--- config.mk ---
export PLATFORM = sky130hd
export DESIGN_NAME = int_to_fp_arbiter
export DESIGN_NICKNAME = d
export VERILOG_FILES = /design/src/rtl/int_to_fp_arb_pkg.sv /design/src/rtl/int_to_fp_arbiter_tag_fifo.sv /design/src/rtl/int_to_fp_arbiter.sv
export SDC_FILE = /design/constraint.sdc
export NUM_CORES = 1
export LEC_CHECK = 0
export ABC_AREA = 1
export CORE_ASPECT_RATIO = 1.5
export CORE_MARGIN = 2
export CORE_UTILIZATION = 45
export CTS_CLUSTER_DIAMETER = 200
export DETAILED_ROUTE_END_ITERATION = 10
export MAX_ROUTING_LAYER = met4
export PLACE_DENSITY_LB_ADDON = 0.12
export SLEW_MARGIN = 15
export SYNTH_ARGS = -nofsm -noshare
export SYNTH_HDL_FRONTEND = slang
export SYNTH_HIERARCHICAL = 1
export SYNTH_SLANG_ARGS = --single-unit
--- constraint.sdc ---
create_clock -name clk -period 4.4 [get_ports clk]
set_clock_uncertainty 0.1 [all_clocks]
set_input_delay 0.44 -clock clk [delete_from_list [all_inputs] [get_ports clk]]
set_output_delay 0.44 -clock clk [all_outputs]
set_load 0.005 [all_outputs]
--- src/rtl/int_to_fp_arb_pkg.sv ---
// Shared types and the round-robin search used by the int_to_fp arbiter.
// Tags are sized for the largest supported requester count.
package int_to_fp_arb_pkg;

  localparam int NUM_REQ_MAX = 16;
  localparam int TAG_W       = $clog2(NUM_REQ_MAX);

  typedef logic [TAG_W-1:0] tag_t;

  // Returns {found, index}: first set bit of req at or above ptr, wrapping at num_req.
  function automatic logic [TAG_W:0] rr_pick(input logic [NUM_REQ_MAX-1:0] req,
                                              input tag_t ptr,
                                              input int num_req);
    logic found;
    tag_t idx;
    int   cand;
    found = 1'b0;
    idx   = '0;
    for (int i = 0; i < NUM_REQ_MAX; i++) begin
      cand = int'(ptr) + i;
      if (cand >= num_req) cand = cand - num_req;
      if (i < num_req && !found && req[cand[TAG_W-1:0]]) begin
        found = 1'b1;
        idx   = cand[TAG_W-1:0];
      end
    end
    return {found, idx};
  endfunction

endpackage

--- src/rtl/int_to_fp_arbiter_tag_fifo.sv ---
// Order-preserving FIFO of owner tags for in-flight conversions.
// Read is combinational so the owner is known in the same cycle as conv_valid.
module tag_fifo #(
  parameter int WIDTH = 4,
  parameter int DEPTH = 16
) (
  input  logic                   clk,
  input  logic                   rst,
  input  logic                   push,
  input  logic [WIDTH-1:0]       push_data,
  input  logic                   pop,
  output logic [WIDTH-1:0]       pop_data,
  output logic [$clog2(DEPTH):0] count,
  output logic                   full,
  output logic                   empty
);

  localparam int PTR_W = $clog2(DEPTH);

  logic [WIDTH-1:0] mem [DEPTH];
  logic [PTR_W-1:0] wr_ptr_reg, rd_ptr_reg;
  logic [PTR_W:0]   count_reg;
  logic             push_ok, pop_ok;

  assign push_ok = push && !full;
  assign pop_ok  = pop && !empty;

  always_ff @(posedge clk) begin
    if (push_ok) mem[wr_ptr_reg] <= push_data;
  end

  always_ff @(posedge clk or posedge rst) begin
    if (rst) begin
      wr_ptr_reg <= '0;
      rd_ptr_reg <= '0;
      count_reg  <= '0;
    end else begin
      if (push_ok) wr_ptr_reg <= wr_ptr_reg + 1'b1;
      if (pop_ok)  rd_ptr_reg <= rd_ptr_reg + 1'b1;
      case ({push_ok, pop_ok})
        2'b10:   count_reg <= count_reg + 1'b1;
        2'b01:   count_reg <= count_reg - 1'b1;
        default: count_reg <= count_reg;
      endcase
    end
  end

  assign pop_data = mem[rd_ptr_reg];
  assign count    = count_reg;
  assign full     = (count_reg == (PTR_W+1)'(DEPTH));
  assign empty    = (count_reg == '0);

endmodule

--- src/rtl/int_to_fp_arbiter.sv ---
// Round-robin share of one int_to_fp converter among NUM_REQ requesters,
// returning each result to its owner via a one-hot valid.
module int_to_fp_arbiter
  import int_to_fp_arb_pkg::*;
#(
  parameter int NUM_REQ      = 4,
  parameter int INT_WIDTH    = 32,
  parameter int FP_WIDTH     = 32,
  parameter int MAX_INFLIGHT = 16
) (
  input  logic                         clk,
  input  logic                         rst,
  input  logic [NUM_REQ*INT_WIDTH-1:0] req_in,
  input  logic [NUM_REQ-1:0]           req_ready,
  output logic [NUM_REQ-1:0]           req_ack,
  output logic [INT_WIDTH-1:0]         conv_in,
  output logic                         conv_ready,
  input  logic [FP_WIDTH-1:0]          conv_out,
  input  logic                         conv_valid,
  output logic [FP_WIDTH-1:0]          rsp_out,
  output logic [NUM_REQ-1:0]           rsp_valid,
  output logic                         busy,
  output logic                         err_overflow
);

  localparam int CNT_W = $clog2(MAX_INFLIGHT) + 1;

  logic [NUM_REQ_MAX-1:0] req_pad;
  logic [TAG_W:0]         pick;
  logic                   grant, pop;
  tag_t                   grant_idx, rr_ptr_reg, rr_ptr_next, pop_tag;
  logic [INT_WIDTH-1:0]   grant_data, conv_in_reg;
  logic                   conv_ready_reg, err_overflow_reg;
  logic [FP_WIDTH-1:0]    rsp_out_reg;
  logic [NUM_REQ-1:0]     rsp_valid_reg;
  logic [CNT_W-1:0]       fifo_count;
  logic                   fifo_full, fifo_empty;

  for (genvar gi = 0; gi < NUM_REQ_MAX; gi++) begin : g_pad
    if (gi < NUM_REQ) begin : g_used
      assign req_pad[gi] = req_ready[gi];
    end else begin : g_unused
      assign req_pad[gi] = 1'b0;
    end
  end

  // A full FIFO blocks grants even if a pop happens this cycle.
  assign pick      = rr_pick(req_pad, rr_ptr_reg, NUM_REQ);
  assign grant     = !rst && !fifo_full && pick[TAG_W];
  assign grant_idx = pick[TAG_W-1:0];

  for (genvar gi = 0; gi < NUM_REQ; gi++) begin : g_ack
    assign req_ack[gi] = grant && (grant_idx == tag_t'(gi));
  end

  always_comb begin
    grant_data = '0;
    for (int i = 0; i < NUM_REQ; i++) begin
      if (grant_idx == tag_t'(i)) grant_data = req_in[i*INT_WIDTH +: INT_WIDTH];
    end
  end

  always_comb begin
    rr_ptr_next = rr_ptr_reg;
    if (grant) rr_ptr_next = (grant_idx == tag_t'(NUM_REQ-1)) ? '0 : grant_idx + 1'b1;
  end

  assign pop = conv_valid && !fifo_empty;

  tag_fifo #(
    .WIDTH (TAG_W),
    .DEPTH (MAX_INFLIGHT)
  ) u_tag_fifo (
    .clk       (clk),
    .rst       (rst),
    .push      (grant),
    .push_data (grant_idx),
    .pop       (pop),
    .pop_data  (pop_tag),
    .count     (fifo_count),
    .full      (fifo_full),
    .empty     (fifo_empty)
  );

  always_ff @(posedge clk or posedge rst) begin
    if (rst) begin
      rr_ptr_reg       <= '0;
      conv_in_reg      <= '0;
      conv_ready_reg   <= 1'b0;
      rsp_out_reg      <= '0;
      rsp_valid_reg    <= '0;
      err_overflow_reg <= 1'b0;
    end else begin
      rr_ptr_reg     <= rr_ptr_next;
      conv_ready_reg <= grant;
      if (grant) conv_in_reg <= grant_data;
      rsp_valid_reg  <= pop ? (NUM_REQ'(1) << pop_tag) : '0;
      if (pop) rsp_out_reg <= conv_out;
      // A result with no recorded owner can only mean lost bookkeeping.
      if (conv_valid && fifo_empty) err_overflow_reg <= 1'b1;
    end
  end

  assign conv_in      = conv_in_reg;
  assign conv_ready   = conv_ready_reg;
  assign rsp_out      = rsp_out_reg;
  assign rsp_valid    = rsp_valid_reg;
  assign err_overflow = err_overflow_reg;
  assign busy         = (fifo_count != '0);

endmodule
==> results.json, run 1 <==
{
  "synth_edf_count": 64,
  "io_buffers": 241,
  "timing_worst_setup_path_type": "reg2out",
  "utilization_pct": 63.7,
  "cts_tree": "yes",
  "drcViolationCount": 0,
  "die_area_sq_um": 19000,
  "core-area_sq_um": 17700,
  "relSlewSlack_pct": 49.0,
  "synth_ff_type": "dfrtp_1",
  "grt_max_degree": 66,
  "min_delay_path_depth": 2,
  "p_sw_mw": 4.11,
  "wl_per_cell_microns": 15.6,
  "row_count": 60,
  "start_util_pct": 45.5,
  "crit_start": "rr_ptr_reg[1]",
  "syn_area_sq_um": 8060,
  "syn_area_per_cell_sq_um": 7.94,
  "ys_ff_latch": 151,
  "finalWorstSetupSlack_ns": 0.307,
  "cap_violations": 0,
  "p_clk_share_pct": 15.6,
  "gp_congestion": 0.915,
  "report.final.slew_viol_count": 0,
  "synth_cell_type_count": 39,
  "hold_start": "rsp_out[28]",
  "yosysMostFrequentCell": "nand2_1",
  "synth_cells": 1016,
  "yosys_warnings": 6,
  "crit_family": "simple AND/OR/NAND/NOR gates",
  "max_stage_delay_ns": 0.52,
  "die_h_microns": 168,
  "synthToLayoutAreaGrowth_pct": 39.9,
  "fin_crit_ns": 4.09,
  "die_w_microns": 113,
  "worst_pin_slew_ns": 0.766,
  "grt_pass1_vias": 7278,
  "timing.reg2reg.worst_path_depth": 24,
  "seq_area_frac_synth_pct": 50.8,
  "p_seq_share_pct": 25.7,
  "clk_latency_ns": 0.41,
  "p_int_mw": 4.74,
  "vias": 7415,
  "h-tree-depth": 4,
  "p_sw_share_pct": 46.4,
  "numCtsBuffers": 17,
  "path_cells": "ha_1 > inv_1 > nand3_1 > nand2_1 > inv_1 > ha_1 > nand2_1 > nand2_1 > inv_1 > nand2_1 > nor2_1 > nor2_1 > nor2_2 > nand4_1 > nand3_1 > o21ai_1 > inv_1 > ha_1 > inv_1 > nor2_1 > clkdlybuf4s50_1",
  "synthArstFlopShare_pct": 57.6,
  "yosys-top-cells-area": "dfrtp_1 27%, edfxtp_1 24%, nand2_1 20%",
  "min_period_over_period_pct": 93.0,
  "yosys.area.top_type": "dfrtp_1",
  "nets": 1464,
  "dp_worst_setup_slack_ns": 0.533,
  "clockBufferDepth": 2,
  "critPathBufInv": 6,
  "worstHoldEndpoint": "rsp_out[28]",
  "clock_sinks": 151,
  "path_common_cell": "inv_1",
  "ys_top_cells_by_count": "429 x nand2_1, 87 x dfrtp_1, 72 x nand3_1",
  "drtIter0Drc": 450,
  "reg2reg_from": "rr_ptr_reg[1]",
  "crit_arrival_ns": 3.55,
  "comb_power_share_pct": 58.7,
  "fmax_mhz": 244,
  "finalSetupViolations": 0,
  "fin_tns_setup_ns": 0,
  "rsz0062_at_grt": "no",
  "drive_gt1_share_pct": 6.92,
  "postRouteAntennaNets": 0,
  "fillCellCount": 1565,
  "outcome": "finished clean",
  "root_buffer": "clkbuf_16",
  "wirelength_microns": 23500,
  "track_usage_pct": 25.7,
  "clk_pin_slew_ns": 0.07,
  "power_density_nw_per_um2": 785,
  "hpwl_microns": 17700,
  "slowest_stage": "clkdlybuf4s50_1",
  "vias_per_cell": 4.93,
  "drt_first_pass_iters": 6,
  "hold_viol": 0,
  "overflow": 0,
  "largest_reg_flops": 64,
  "startpoint_type": "register",
  "cp.required_ns": 3.86,
  "ctsHoldBuffers": 0,
  "antenna_found_initial": 1,
  "synth_top_area_share_pct": 27.0,
  "grt_pass1_wl_microns": 36800,
  "cts_resized": 0,
  "worst-r2r-setup-slack_ns": 0.67,
  "end_kind": "output port",
  "cp_max_fo": 9,
  "r2r-end": "u_tag_fifo/count[4]",
  "vdd_drop_max_v": 0.000678,
  "post_cts_buffers": 0,
  "hp-class": "reg2reg",
  "p_leak_nw": 5.24,
  "num_io_pins": 242
}
[cells by family (layout without fill, tap and decap cells)]
group           count (synthesis)  count (layout)  synth area share [%]
simple gates                  596             596                  30.4
fa+ha+maj                      24              24                  3.82
xor+xnor                        8               8                 0.869
compound gates                109             109                  7.00
other cells                     1              33                0.0465
flops                         151             151                  50.8
buf+inv                       127             366                  7.08
[power by group through the flow]
stage / clock network [mW] / logic [mW] / registers (mW)
3_3_place_gp: 0 / 5.11 / 2.29
2_1_floorplan: 0 / 3.58 / 2.23
6_report: 1.38 / 5.20 / 2.28
4_1_cts: 1.41 / 5.22 / 2.28
3_5_place_dp: 0 / 5.20 / 2.29
5_1_grt: 1.48 / 5.90 / 2.33
[placed cells by master, fill, tap and decap left out, types with 8 or more instances in the layout]
cell type / n
inv_1: 66
edfxtp_1: 64
a21oi_1: 34
dfrtp_1: 84
nand2_1: 429
o21ai_0: 68
clkdlybuf4s50_1: 241
clkbuf_16: 18
buf_4: 14
nor2_1: 57
conb_1: 32
nand3_1: 72
ha_1: 22
inv_2: 8
nand2_2: 16
[worst register-to-register path, cell delays in order, from the launching register on]
cell and delay (ns):
dfrtp_2 0.47, ha_1 0.27, inv_1 0.12, nand2_1 0.08
and2_1 0.17, ha_1 0.26, nand2_1 0.05, nand2_1 0.06
inv_1 0.04, nand3_2 0.09, nand3_2 0.12, o21ai_4 0.35
inv_2 0.10, nand2_4 0.13, ha_1 0.26, inv_1 0.10
fa_1 0.41, inv_1 0.08, nand2_1 0.05, nand2_1 0.07
nand2_1 0.05, nand2_1 0.05, nand2_1 0.04, nand2_1 0.05
nand2_1 0.05
[layer usage]
layer | vias up | GRT usage (%) | wire length [microns]
li1 | 3717 | - | -
met4 | 0 | 11.1 | 948
met2 | 254 | 45.3 | 12500
met1 | 3398 | 27.4 | 8710
met5 | - | - | 0
met3 | 46 | 6.19 | 1320
[through the flow]
stage          instances  hold WS, ns  total power, mW  cell area, sq um
6_report            1504        0.371             8.85             11300
5_1_grt             1504        0.389             9.71             11300
4_1_cts             1503        0.373             8.90             11300
3_5_place_dp        1471        0.357             7.50             10700
3_3_place_gp        1471        0.338             7.40             10700
2_1_floorplan       1047        0.217             5.81              8180
[worst max path at each step]
stage                 end  cells past startpoint
3_5_place_dp   req_ack[2]                     21
6_report       req_ack[2]                     21
3_3_place_gp   req_ack[0]                     20
5_1_grt        req_ack[3]                     21
2_1_floorplan  req_ack[3]                     23
4_1_cts        req_ack[2]                     21
[area by class of cell]
cell class | count | area, sq um | share of cell area [%]
sequential | 151 | 4100 | 36.4
multi-input combinational | 769 | 3510 | 31.2
timing repair buffer | 255 | 2520 | 22.3
clock buffer | 19 | 454 | 4.03
inverter | 79 | 308 | 2.73
tap | 217 | 272 | 2.41
clock inverter | 13 | 109 | 0.965
antenna | 1 | 2.50 | 0.0222
No activity file was read; power rests on OpenSTA's default activity.
==> run 2, diff against run 1 <==
--- a/config.mk
+++ b/config.mk
@@ -6,7 +6,6 @@
 export NUM_CORES = 1
 export LEC_CHECK = 0
 export ABC_AREA = 1
-export CORE_ASPECT_RATIO = 1.5
 export CORE_MARGIN = 2
 export CORE_UTILIZATION = 45
 export CTS_CLUSTER_DIAMETER = 200
==> run 2 against run 1 <==
Critical path depth fell by 2. Via count fell by 1.5%. Combinational power fell by 0.8%. Hold slack got worse by 0.014 ns. Setup slack improved by 0.032 ns. Utilization rose by 1.3 points. Total power fell by 0.41%. Clock power barely moved. Critical endpoint is now req_ack[1]. Largest power group unchanged.
==> results.json, run 2 (synthesis results as in run 1) <==
{
  "finalSetupViolations": 0,
  "hold_viol": 0,
  "postRouteAntennaNets": 0,
  "num_io_pins": 242,
  "worst_pin_slew_ns": 0.901,
  "n_antenna_cell": 0,
  "vias": 7302,
  "overflow": 0,
  "root_buffer": "clkbuf_16",
  "start_util_pct": 46.3,
  "gp_congestion": 0.868,
  "core-area_sq_um": 17400,
  "clk_pin_slew_ns": 0.06,
  "final_common_cell": "nand2_1",
  "fin_tns_setup_ns": 0,
  "min_period_over_period_pct": 92.3,
  "startpoint_type": "register",
  "wl_per_cell_microns": 14.4,
  "h-tree-depth": 4,
  "drcViolationCount": 0,
  "die_w_microns": 138,
  "track_usage_pct": 23.6,
  "fillCellCount": 1541,
  "fmax_mhz": 246,
  "vdd_drop_max_v": 0.000645,
  "grt_pass1_wl_microns": 33500,
  "grt_pass1_vias": 6737,
  "synthToLayoutAreaGrowth_pct": 40.3,
  "grt_max_degree": 66,
  "cts_tree": "yes",
  "numCtsBuffers": 17,
  "die_h_microns": 138,
  "cap_violations": 0,
  "die_area_sq_um": 19000,
  "dp.cells": 1481,
  "post_cts_buffers": 0,
  "layout_common_cells": "429 x nand2_1, 241 x clkdlybuf4s50_1, 86 x dfrtp_1",
  "hp-class": "reg2reg",
  "drtIter0Drc": 324,
  "wirelength_microns": 21800,
  "clk_latency_ns": 0.42,
  "row_count": 48,
  "rsz0062_at_grt": "no",
  "largest_reg_flops": 64,
  "drive_gt1_share_pct": 7.14,
  "p_leak_nw": 5.26,
  "crit_arrival_ns": 3.52,
  "clockBufferDepth": 2,
  "drt_first_pass_iters": 5,
  "vias_per_cell": 4.83,
  "antenna_found_initial": 0,
  "cp.required_ns": 3.86,
  "power_density_nw_per_um2": 780,
  "fin_crit_ns": 4.06,
  "nets": 1466,
  "cp_max_fo": 11,
  "relSlewSlack_pct": 39.9,
  "hpwl_microns": 16200,
  "clock_sinks": 151,
  "final_cells": 1513,
  "outcome": "finished clean",
  "io_buffers": 241,
  "timing_worst_setup_path_type": "reg2out",
  "end_kind": "output port",
  "report.final.slew_viol_count": 0
}
run 2: changes by cell type in the layout (fill, tap and decap cells not counted), moves of 2 or more:
cell	change
clkinv_4	-2
dfrtp_1	+2
dfrtp_2	-2
buf_4	+2
run 2: metal layers:
metal | vias up | GRT usage, % | wire [microns]
met3 | 28 | 6.54 | 1570
met4 | 0 | 6.80 | 437
met5 | - | - | 0
li1 | 3712 | - | -
met1 | 3316 | 29.4 | 9050
met2 | 246 | 37.8 | 10700
run 2: through the flow:
| stage | area (sq um) | setup slack [ns] | power, mW | hold slack [ns] | utilization, % |
|---|---|---|---|---|---|
| after floorplan | 8180 | 0.671 | 5.81 | 0.217 | - |
| after global placement | 10700 | 0.620 | 7.39 | 0.341 | 61.6 |
| after detailed placement | 10700 | 0.579 | 7.47 | 0.351 | 61.6 |
| after CTS | 11300 | 0.0975 | 8.88 | 0.363 | 64.9 |
| after global routing | 11300 | 0.00240 | 9.70 | 0.383 | 64.9 |
| final | 11300 | 0.340 | 8.82 | 0.357 | 64.9 |
run 2: power by group:
part / internal [mW] / switching, mW
logic: 1.99 / 3.17
registers: 1.99 / 0.276
clock network: 0.786 / 0.603
run 2: layout make-up:
cell class / count / area (sq um) / share of cell area (%)
Clock buffer: 19 / 464 / 4.10
Clock inverter: 13 / 108 / 0.952
Inverter: 79 / 308 / 2.72
Multi-Input combinational cell: 769 / 3510 / 31.1
Sequential cell: 151 / 4100 / 36.3
Tap cell: 225 / 282 / 2.49
Timing Repair Buffer: 257 / 2530 / 22.4
run 2: worst max-delay path, cell delays in order, from the launching register on:
cell	delay, ns
dfrtp_2	0.47
ha_1	0.26
nand2_1	0.08
nand2_1	0.04
nand2_1	0.09
inv_1	0.05
ha_1	0.18
nand2_1	0.07
nand2_1	0.06
o21ai_1	0.19
nand2_2	0.12
a21oi_1	0.21
inv_1	0.06
nand2_1	0.05
nand2_1	0.11
inv_2	0.18
ha_1	0.19
inv_1	0.05
nor2_1	0.11
clkdlybuf4s50_1	0.54
run 2: final timing paths:
path                                       endpoint          start  slack, ns  cells after the start
max                                      req_ack[1]  rr_ptr_reg[1]       0.34                     19
min in group asynchronous  u_tag_fifo/wr_ptr_reg[1]            rst       0.38                      2
max reg2reg                     u_tag_fifo/count[4]  rr_ptr_reg[1]       0.71                     25
min reg2reg                            err_overflow   err_overflow       0.36                      1
max in group asynchronous              rsp_valid[2]            rst       3.05                      3
min                                    err_overflow   err_overflow       0.36                      1
run 2: what timing repair did:
item	4_1_cts	5_1_grt
hold buffers	0	0
hold endpoints to repair	0	0
gates resized for setup	0	4
setup endpoints to repair	0	4
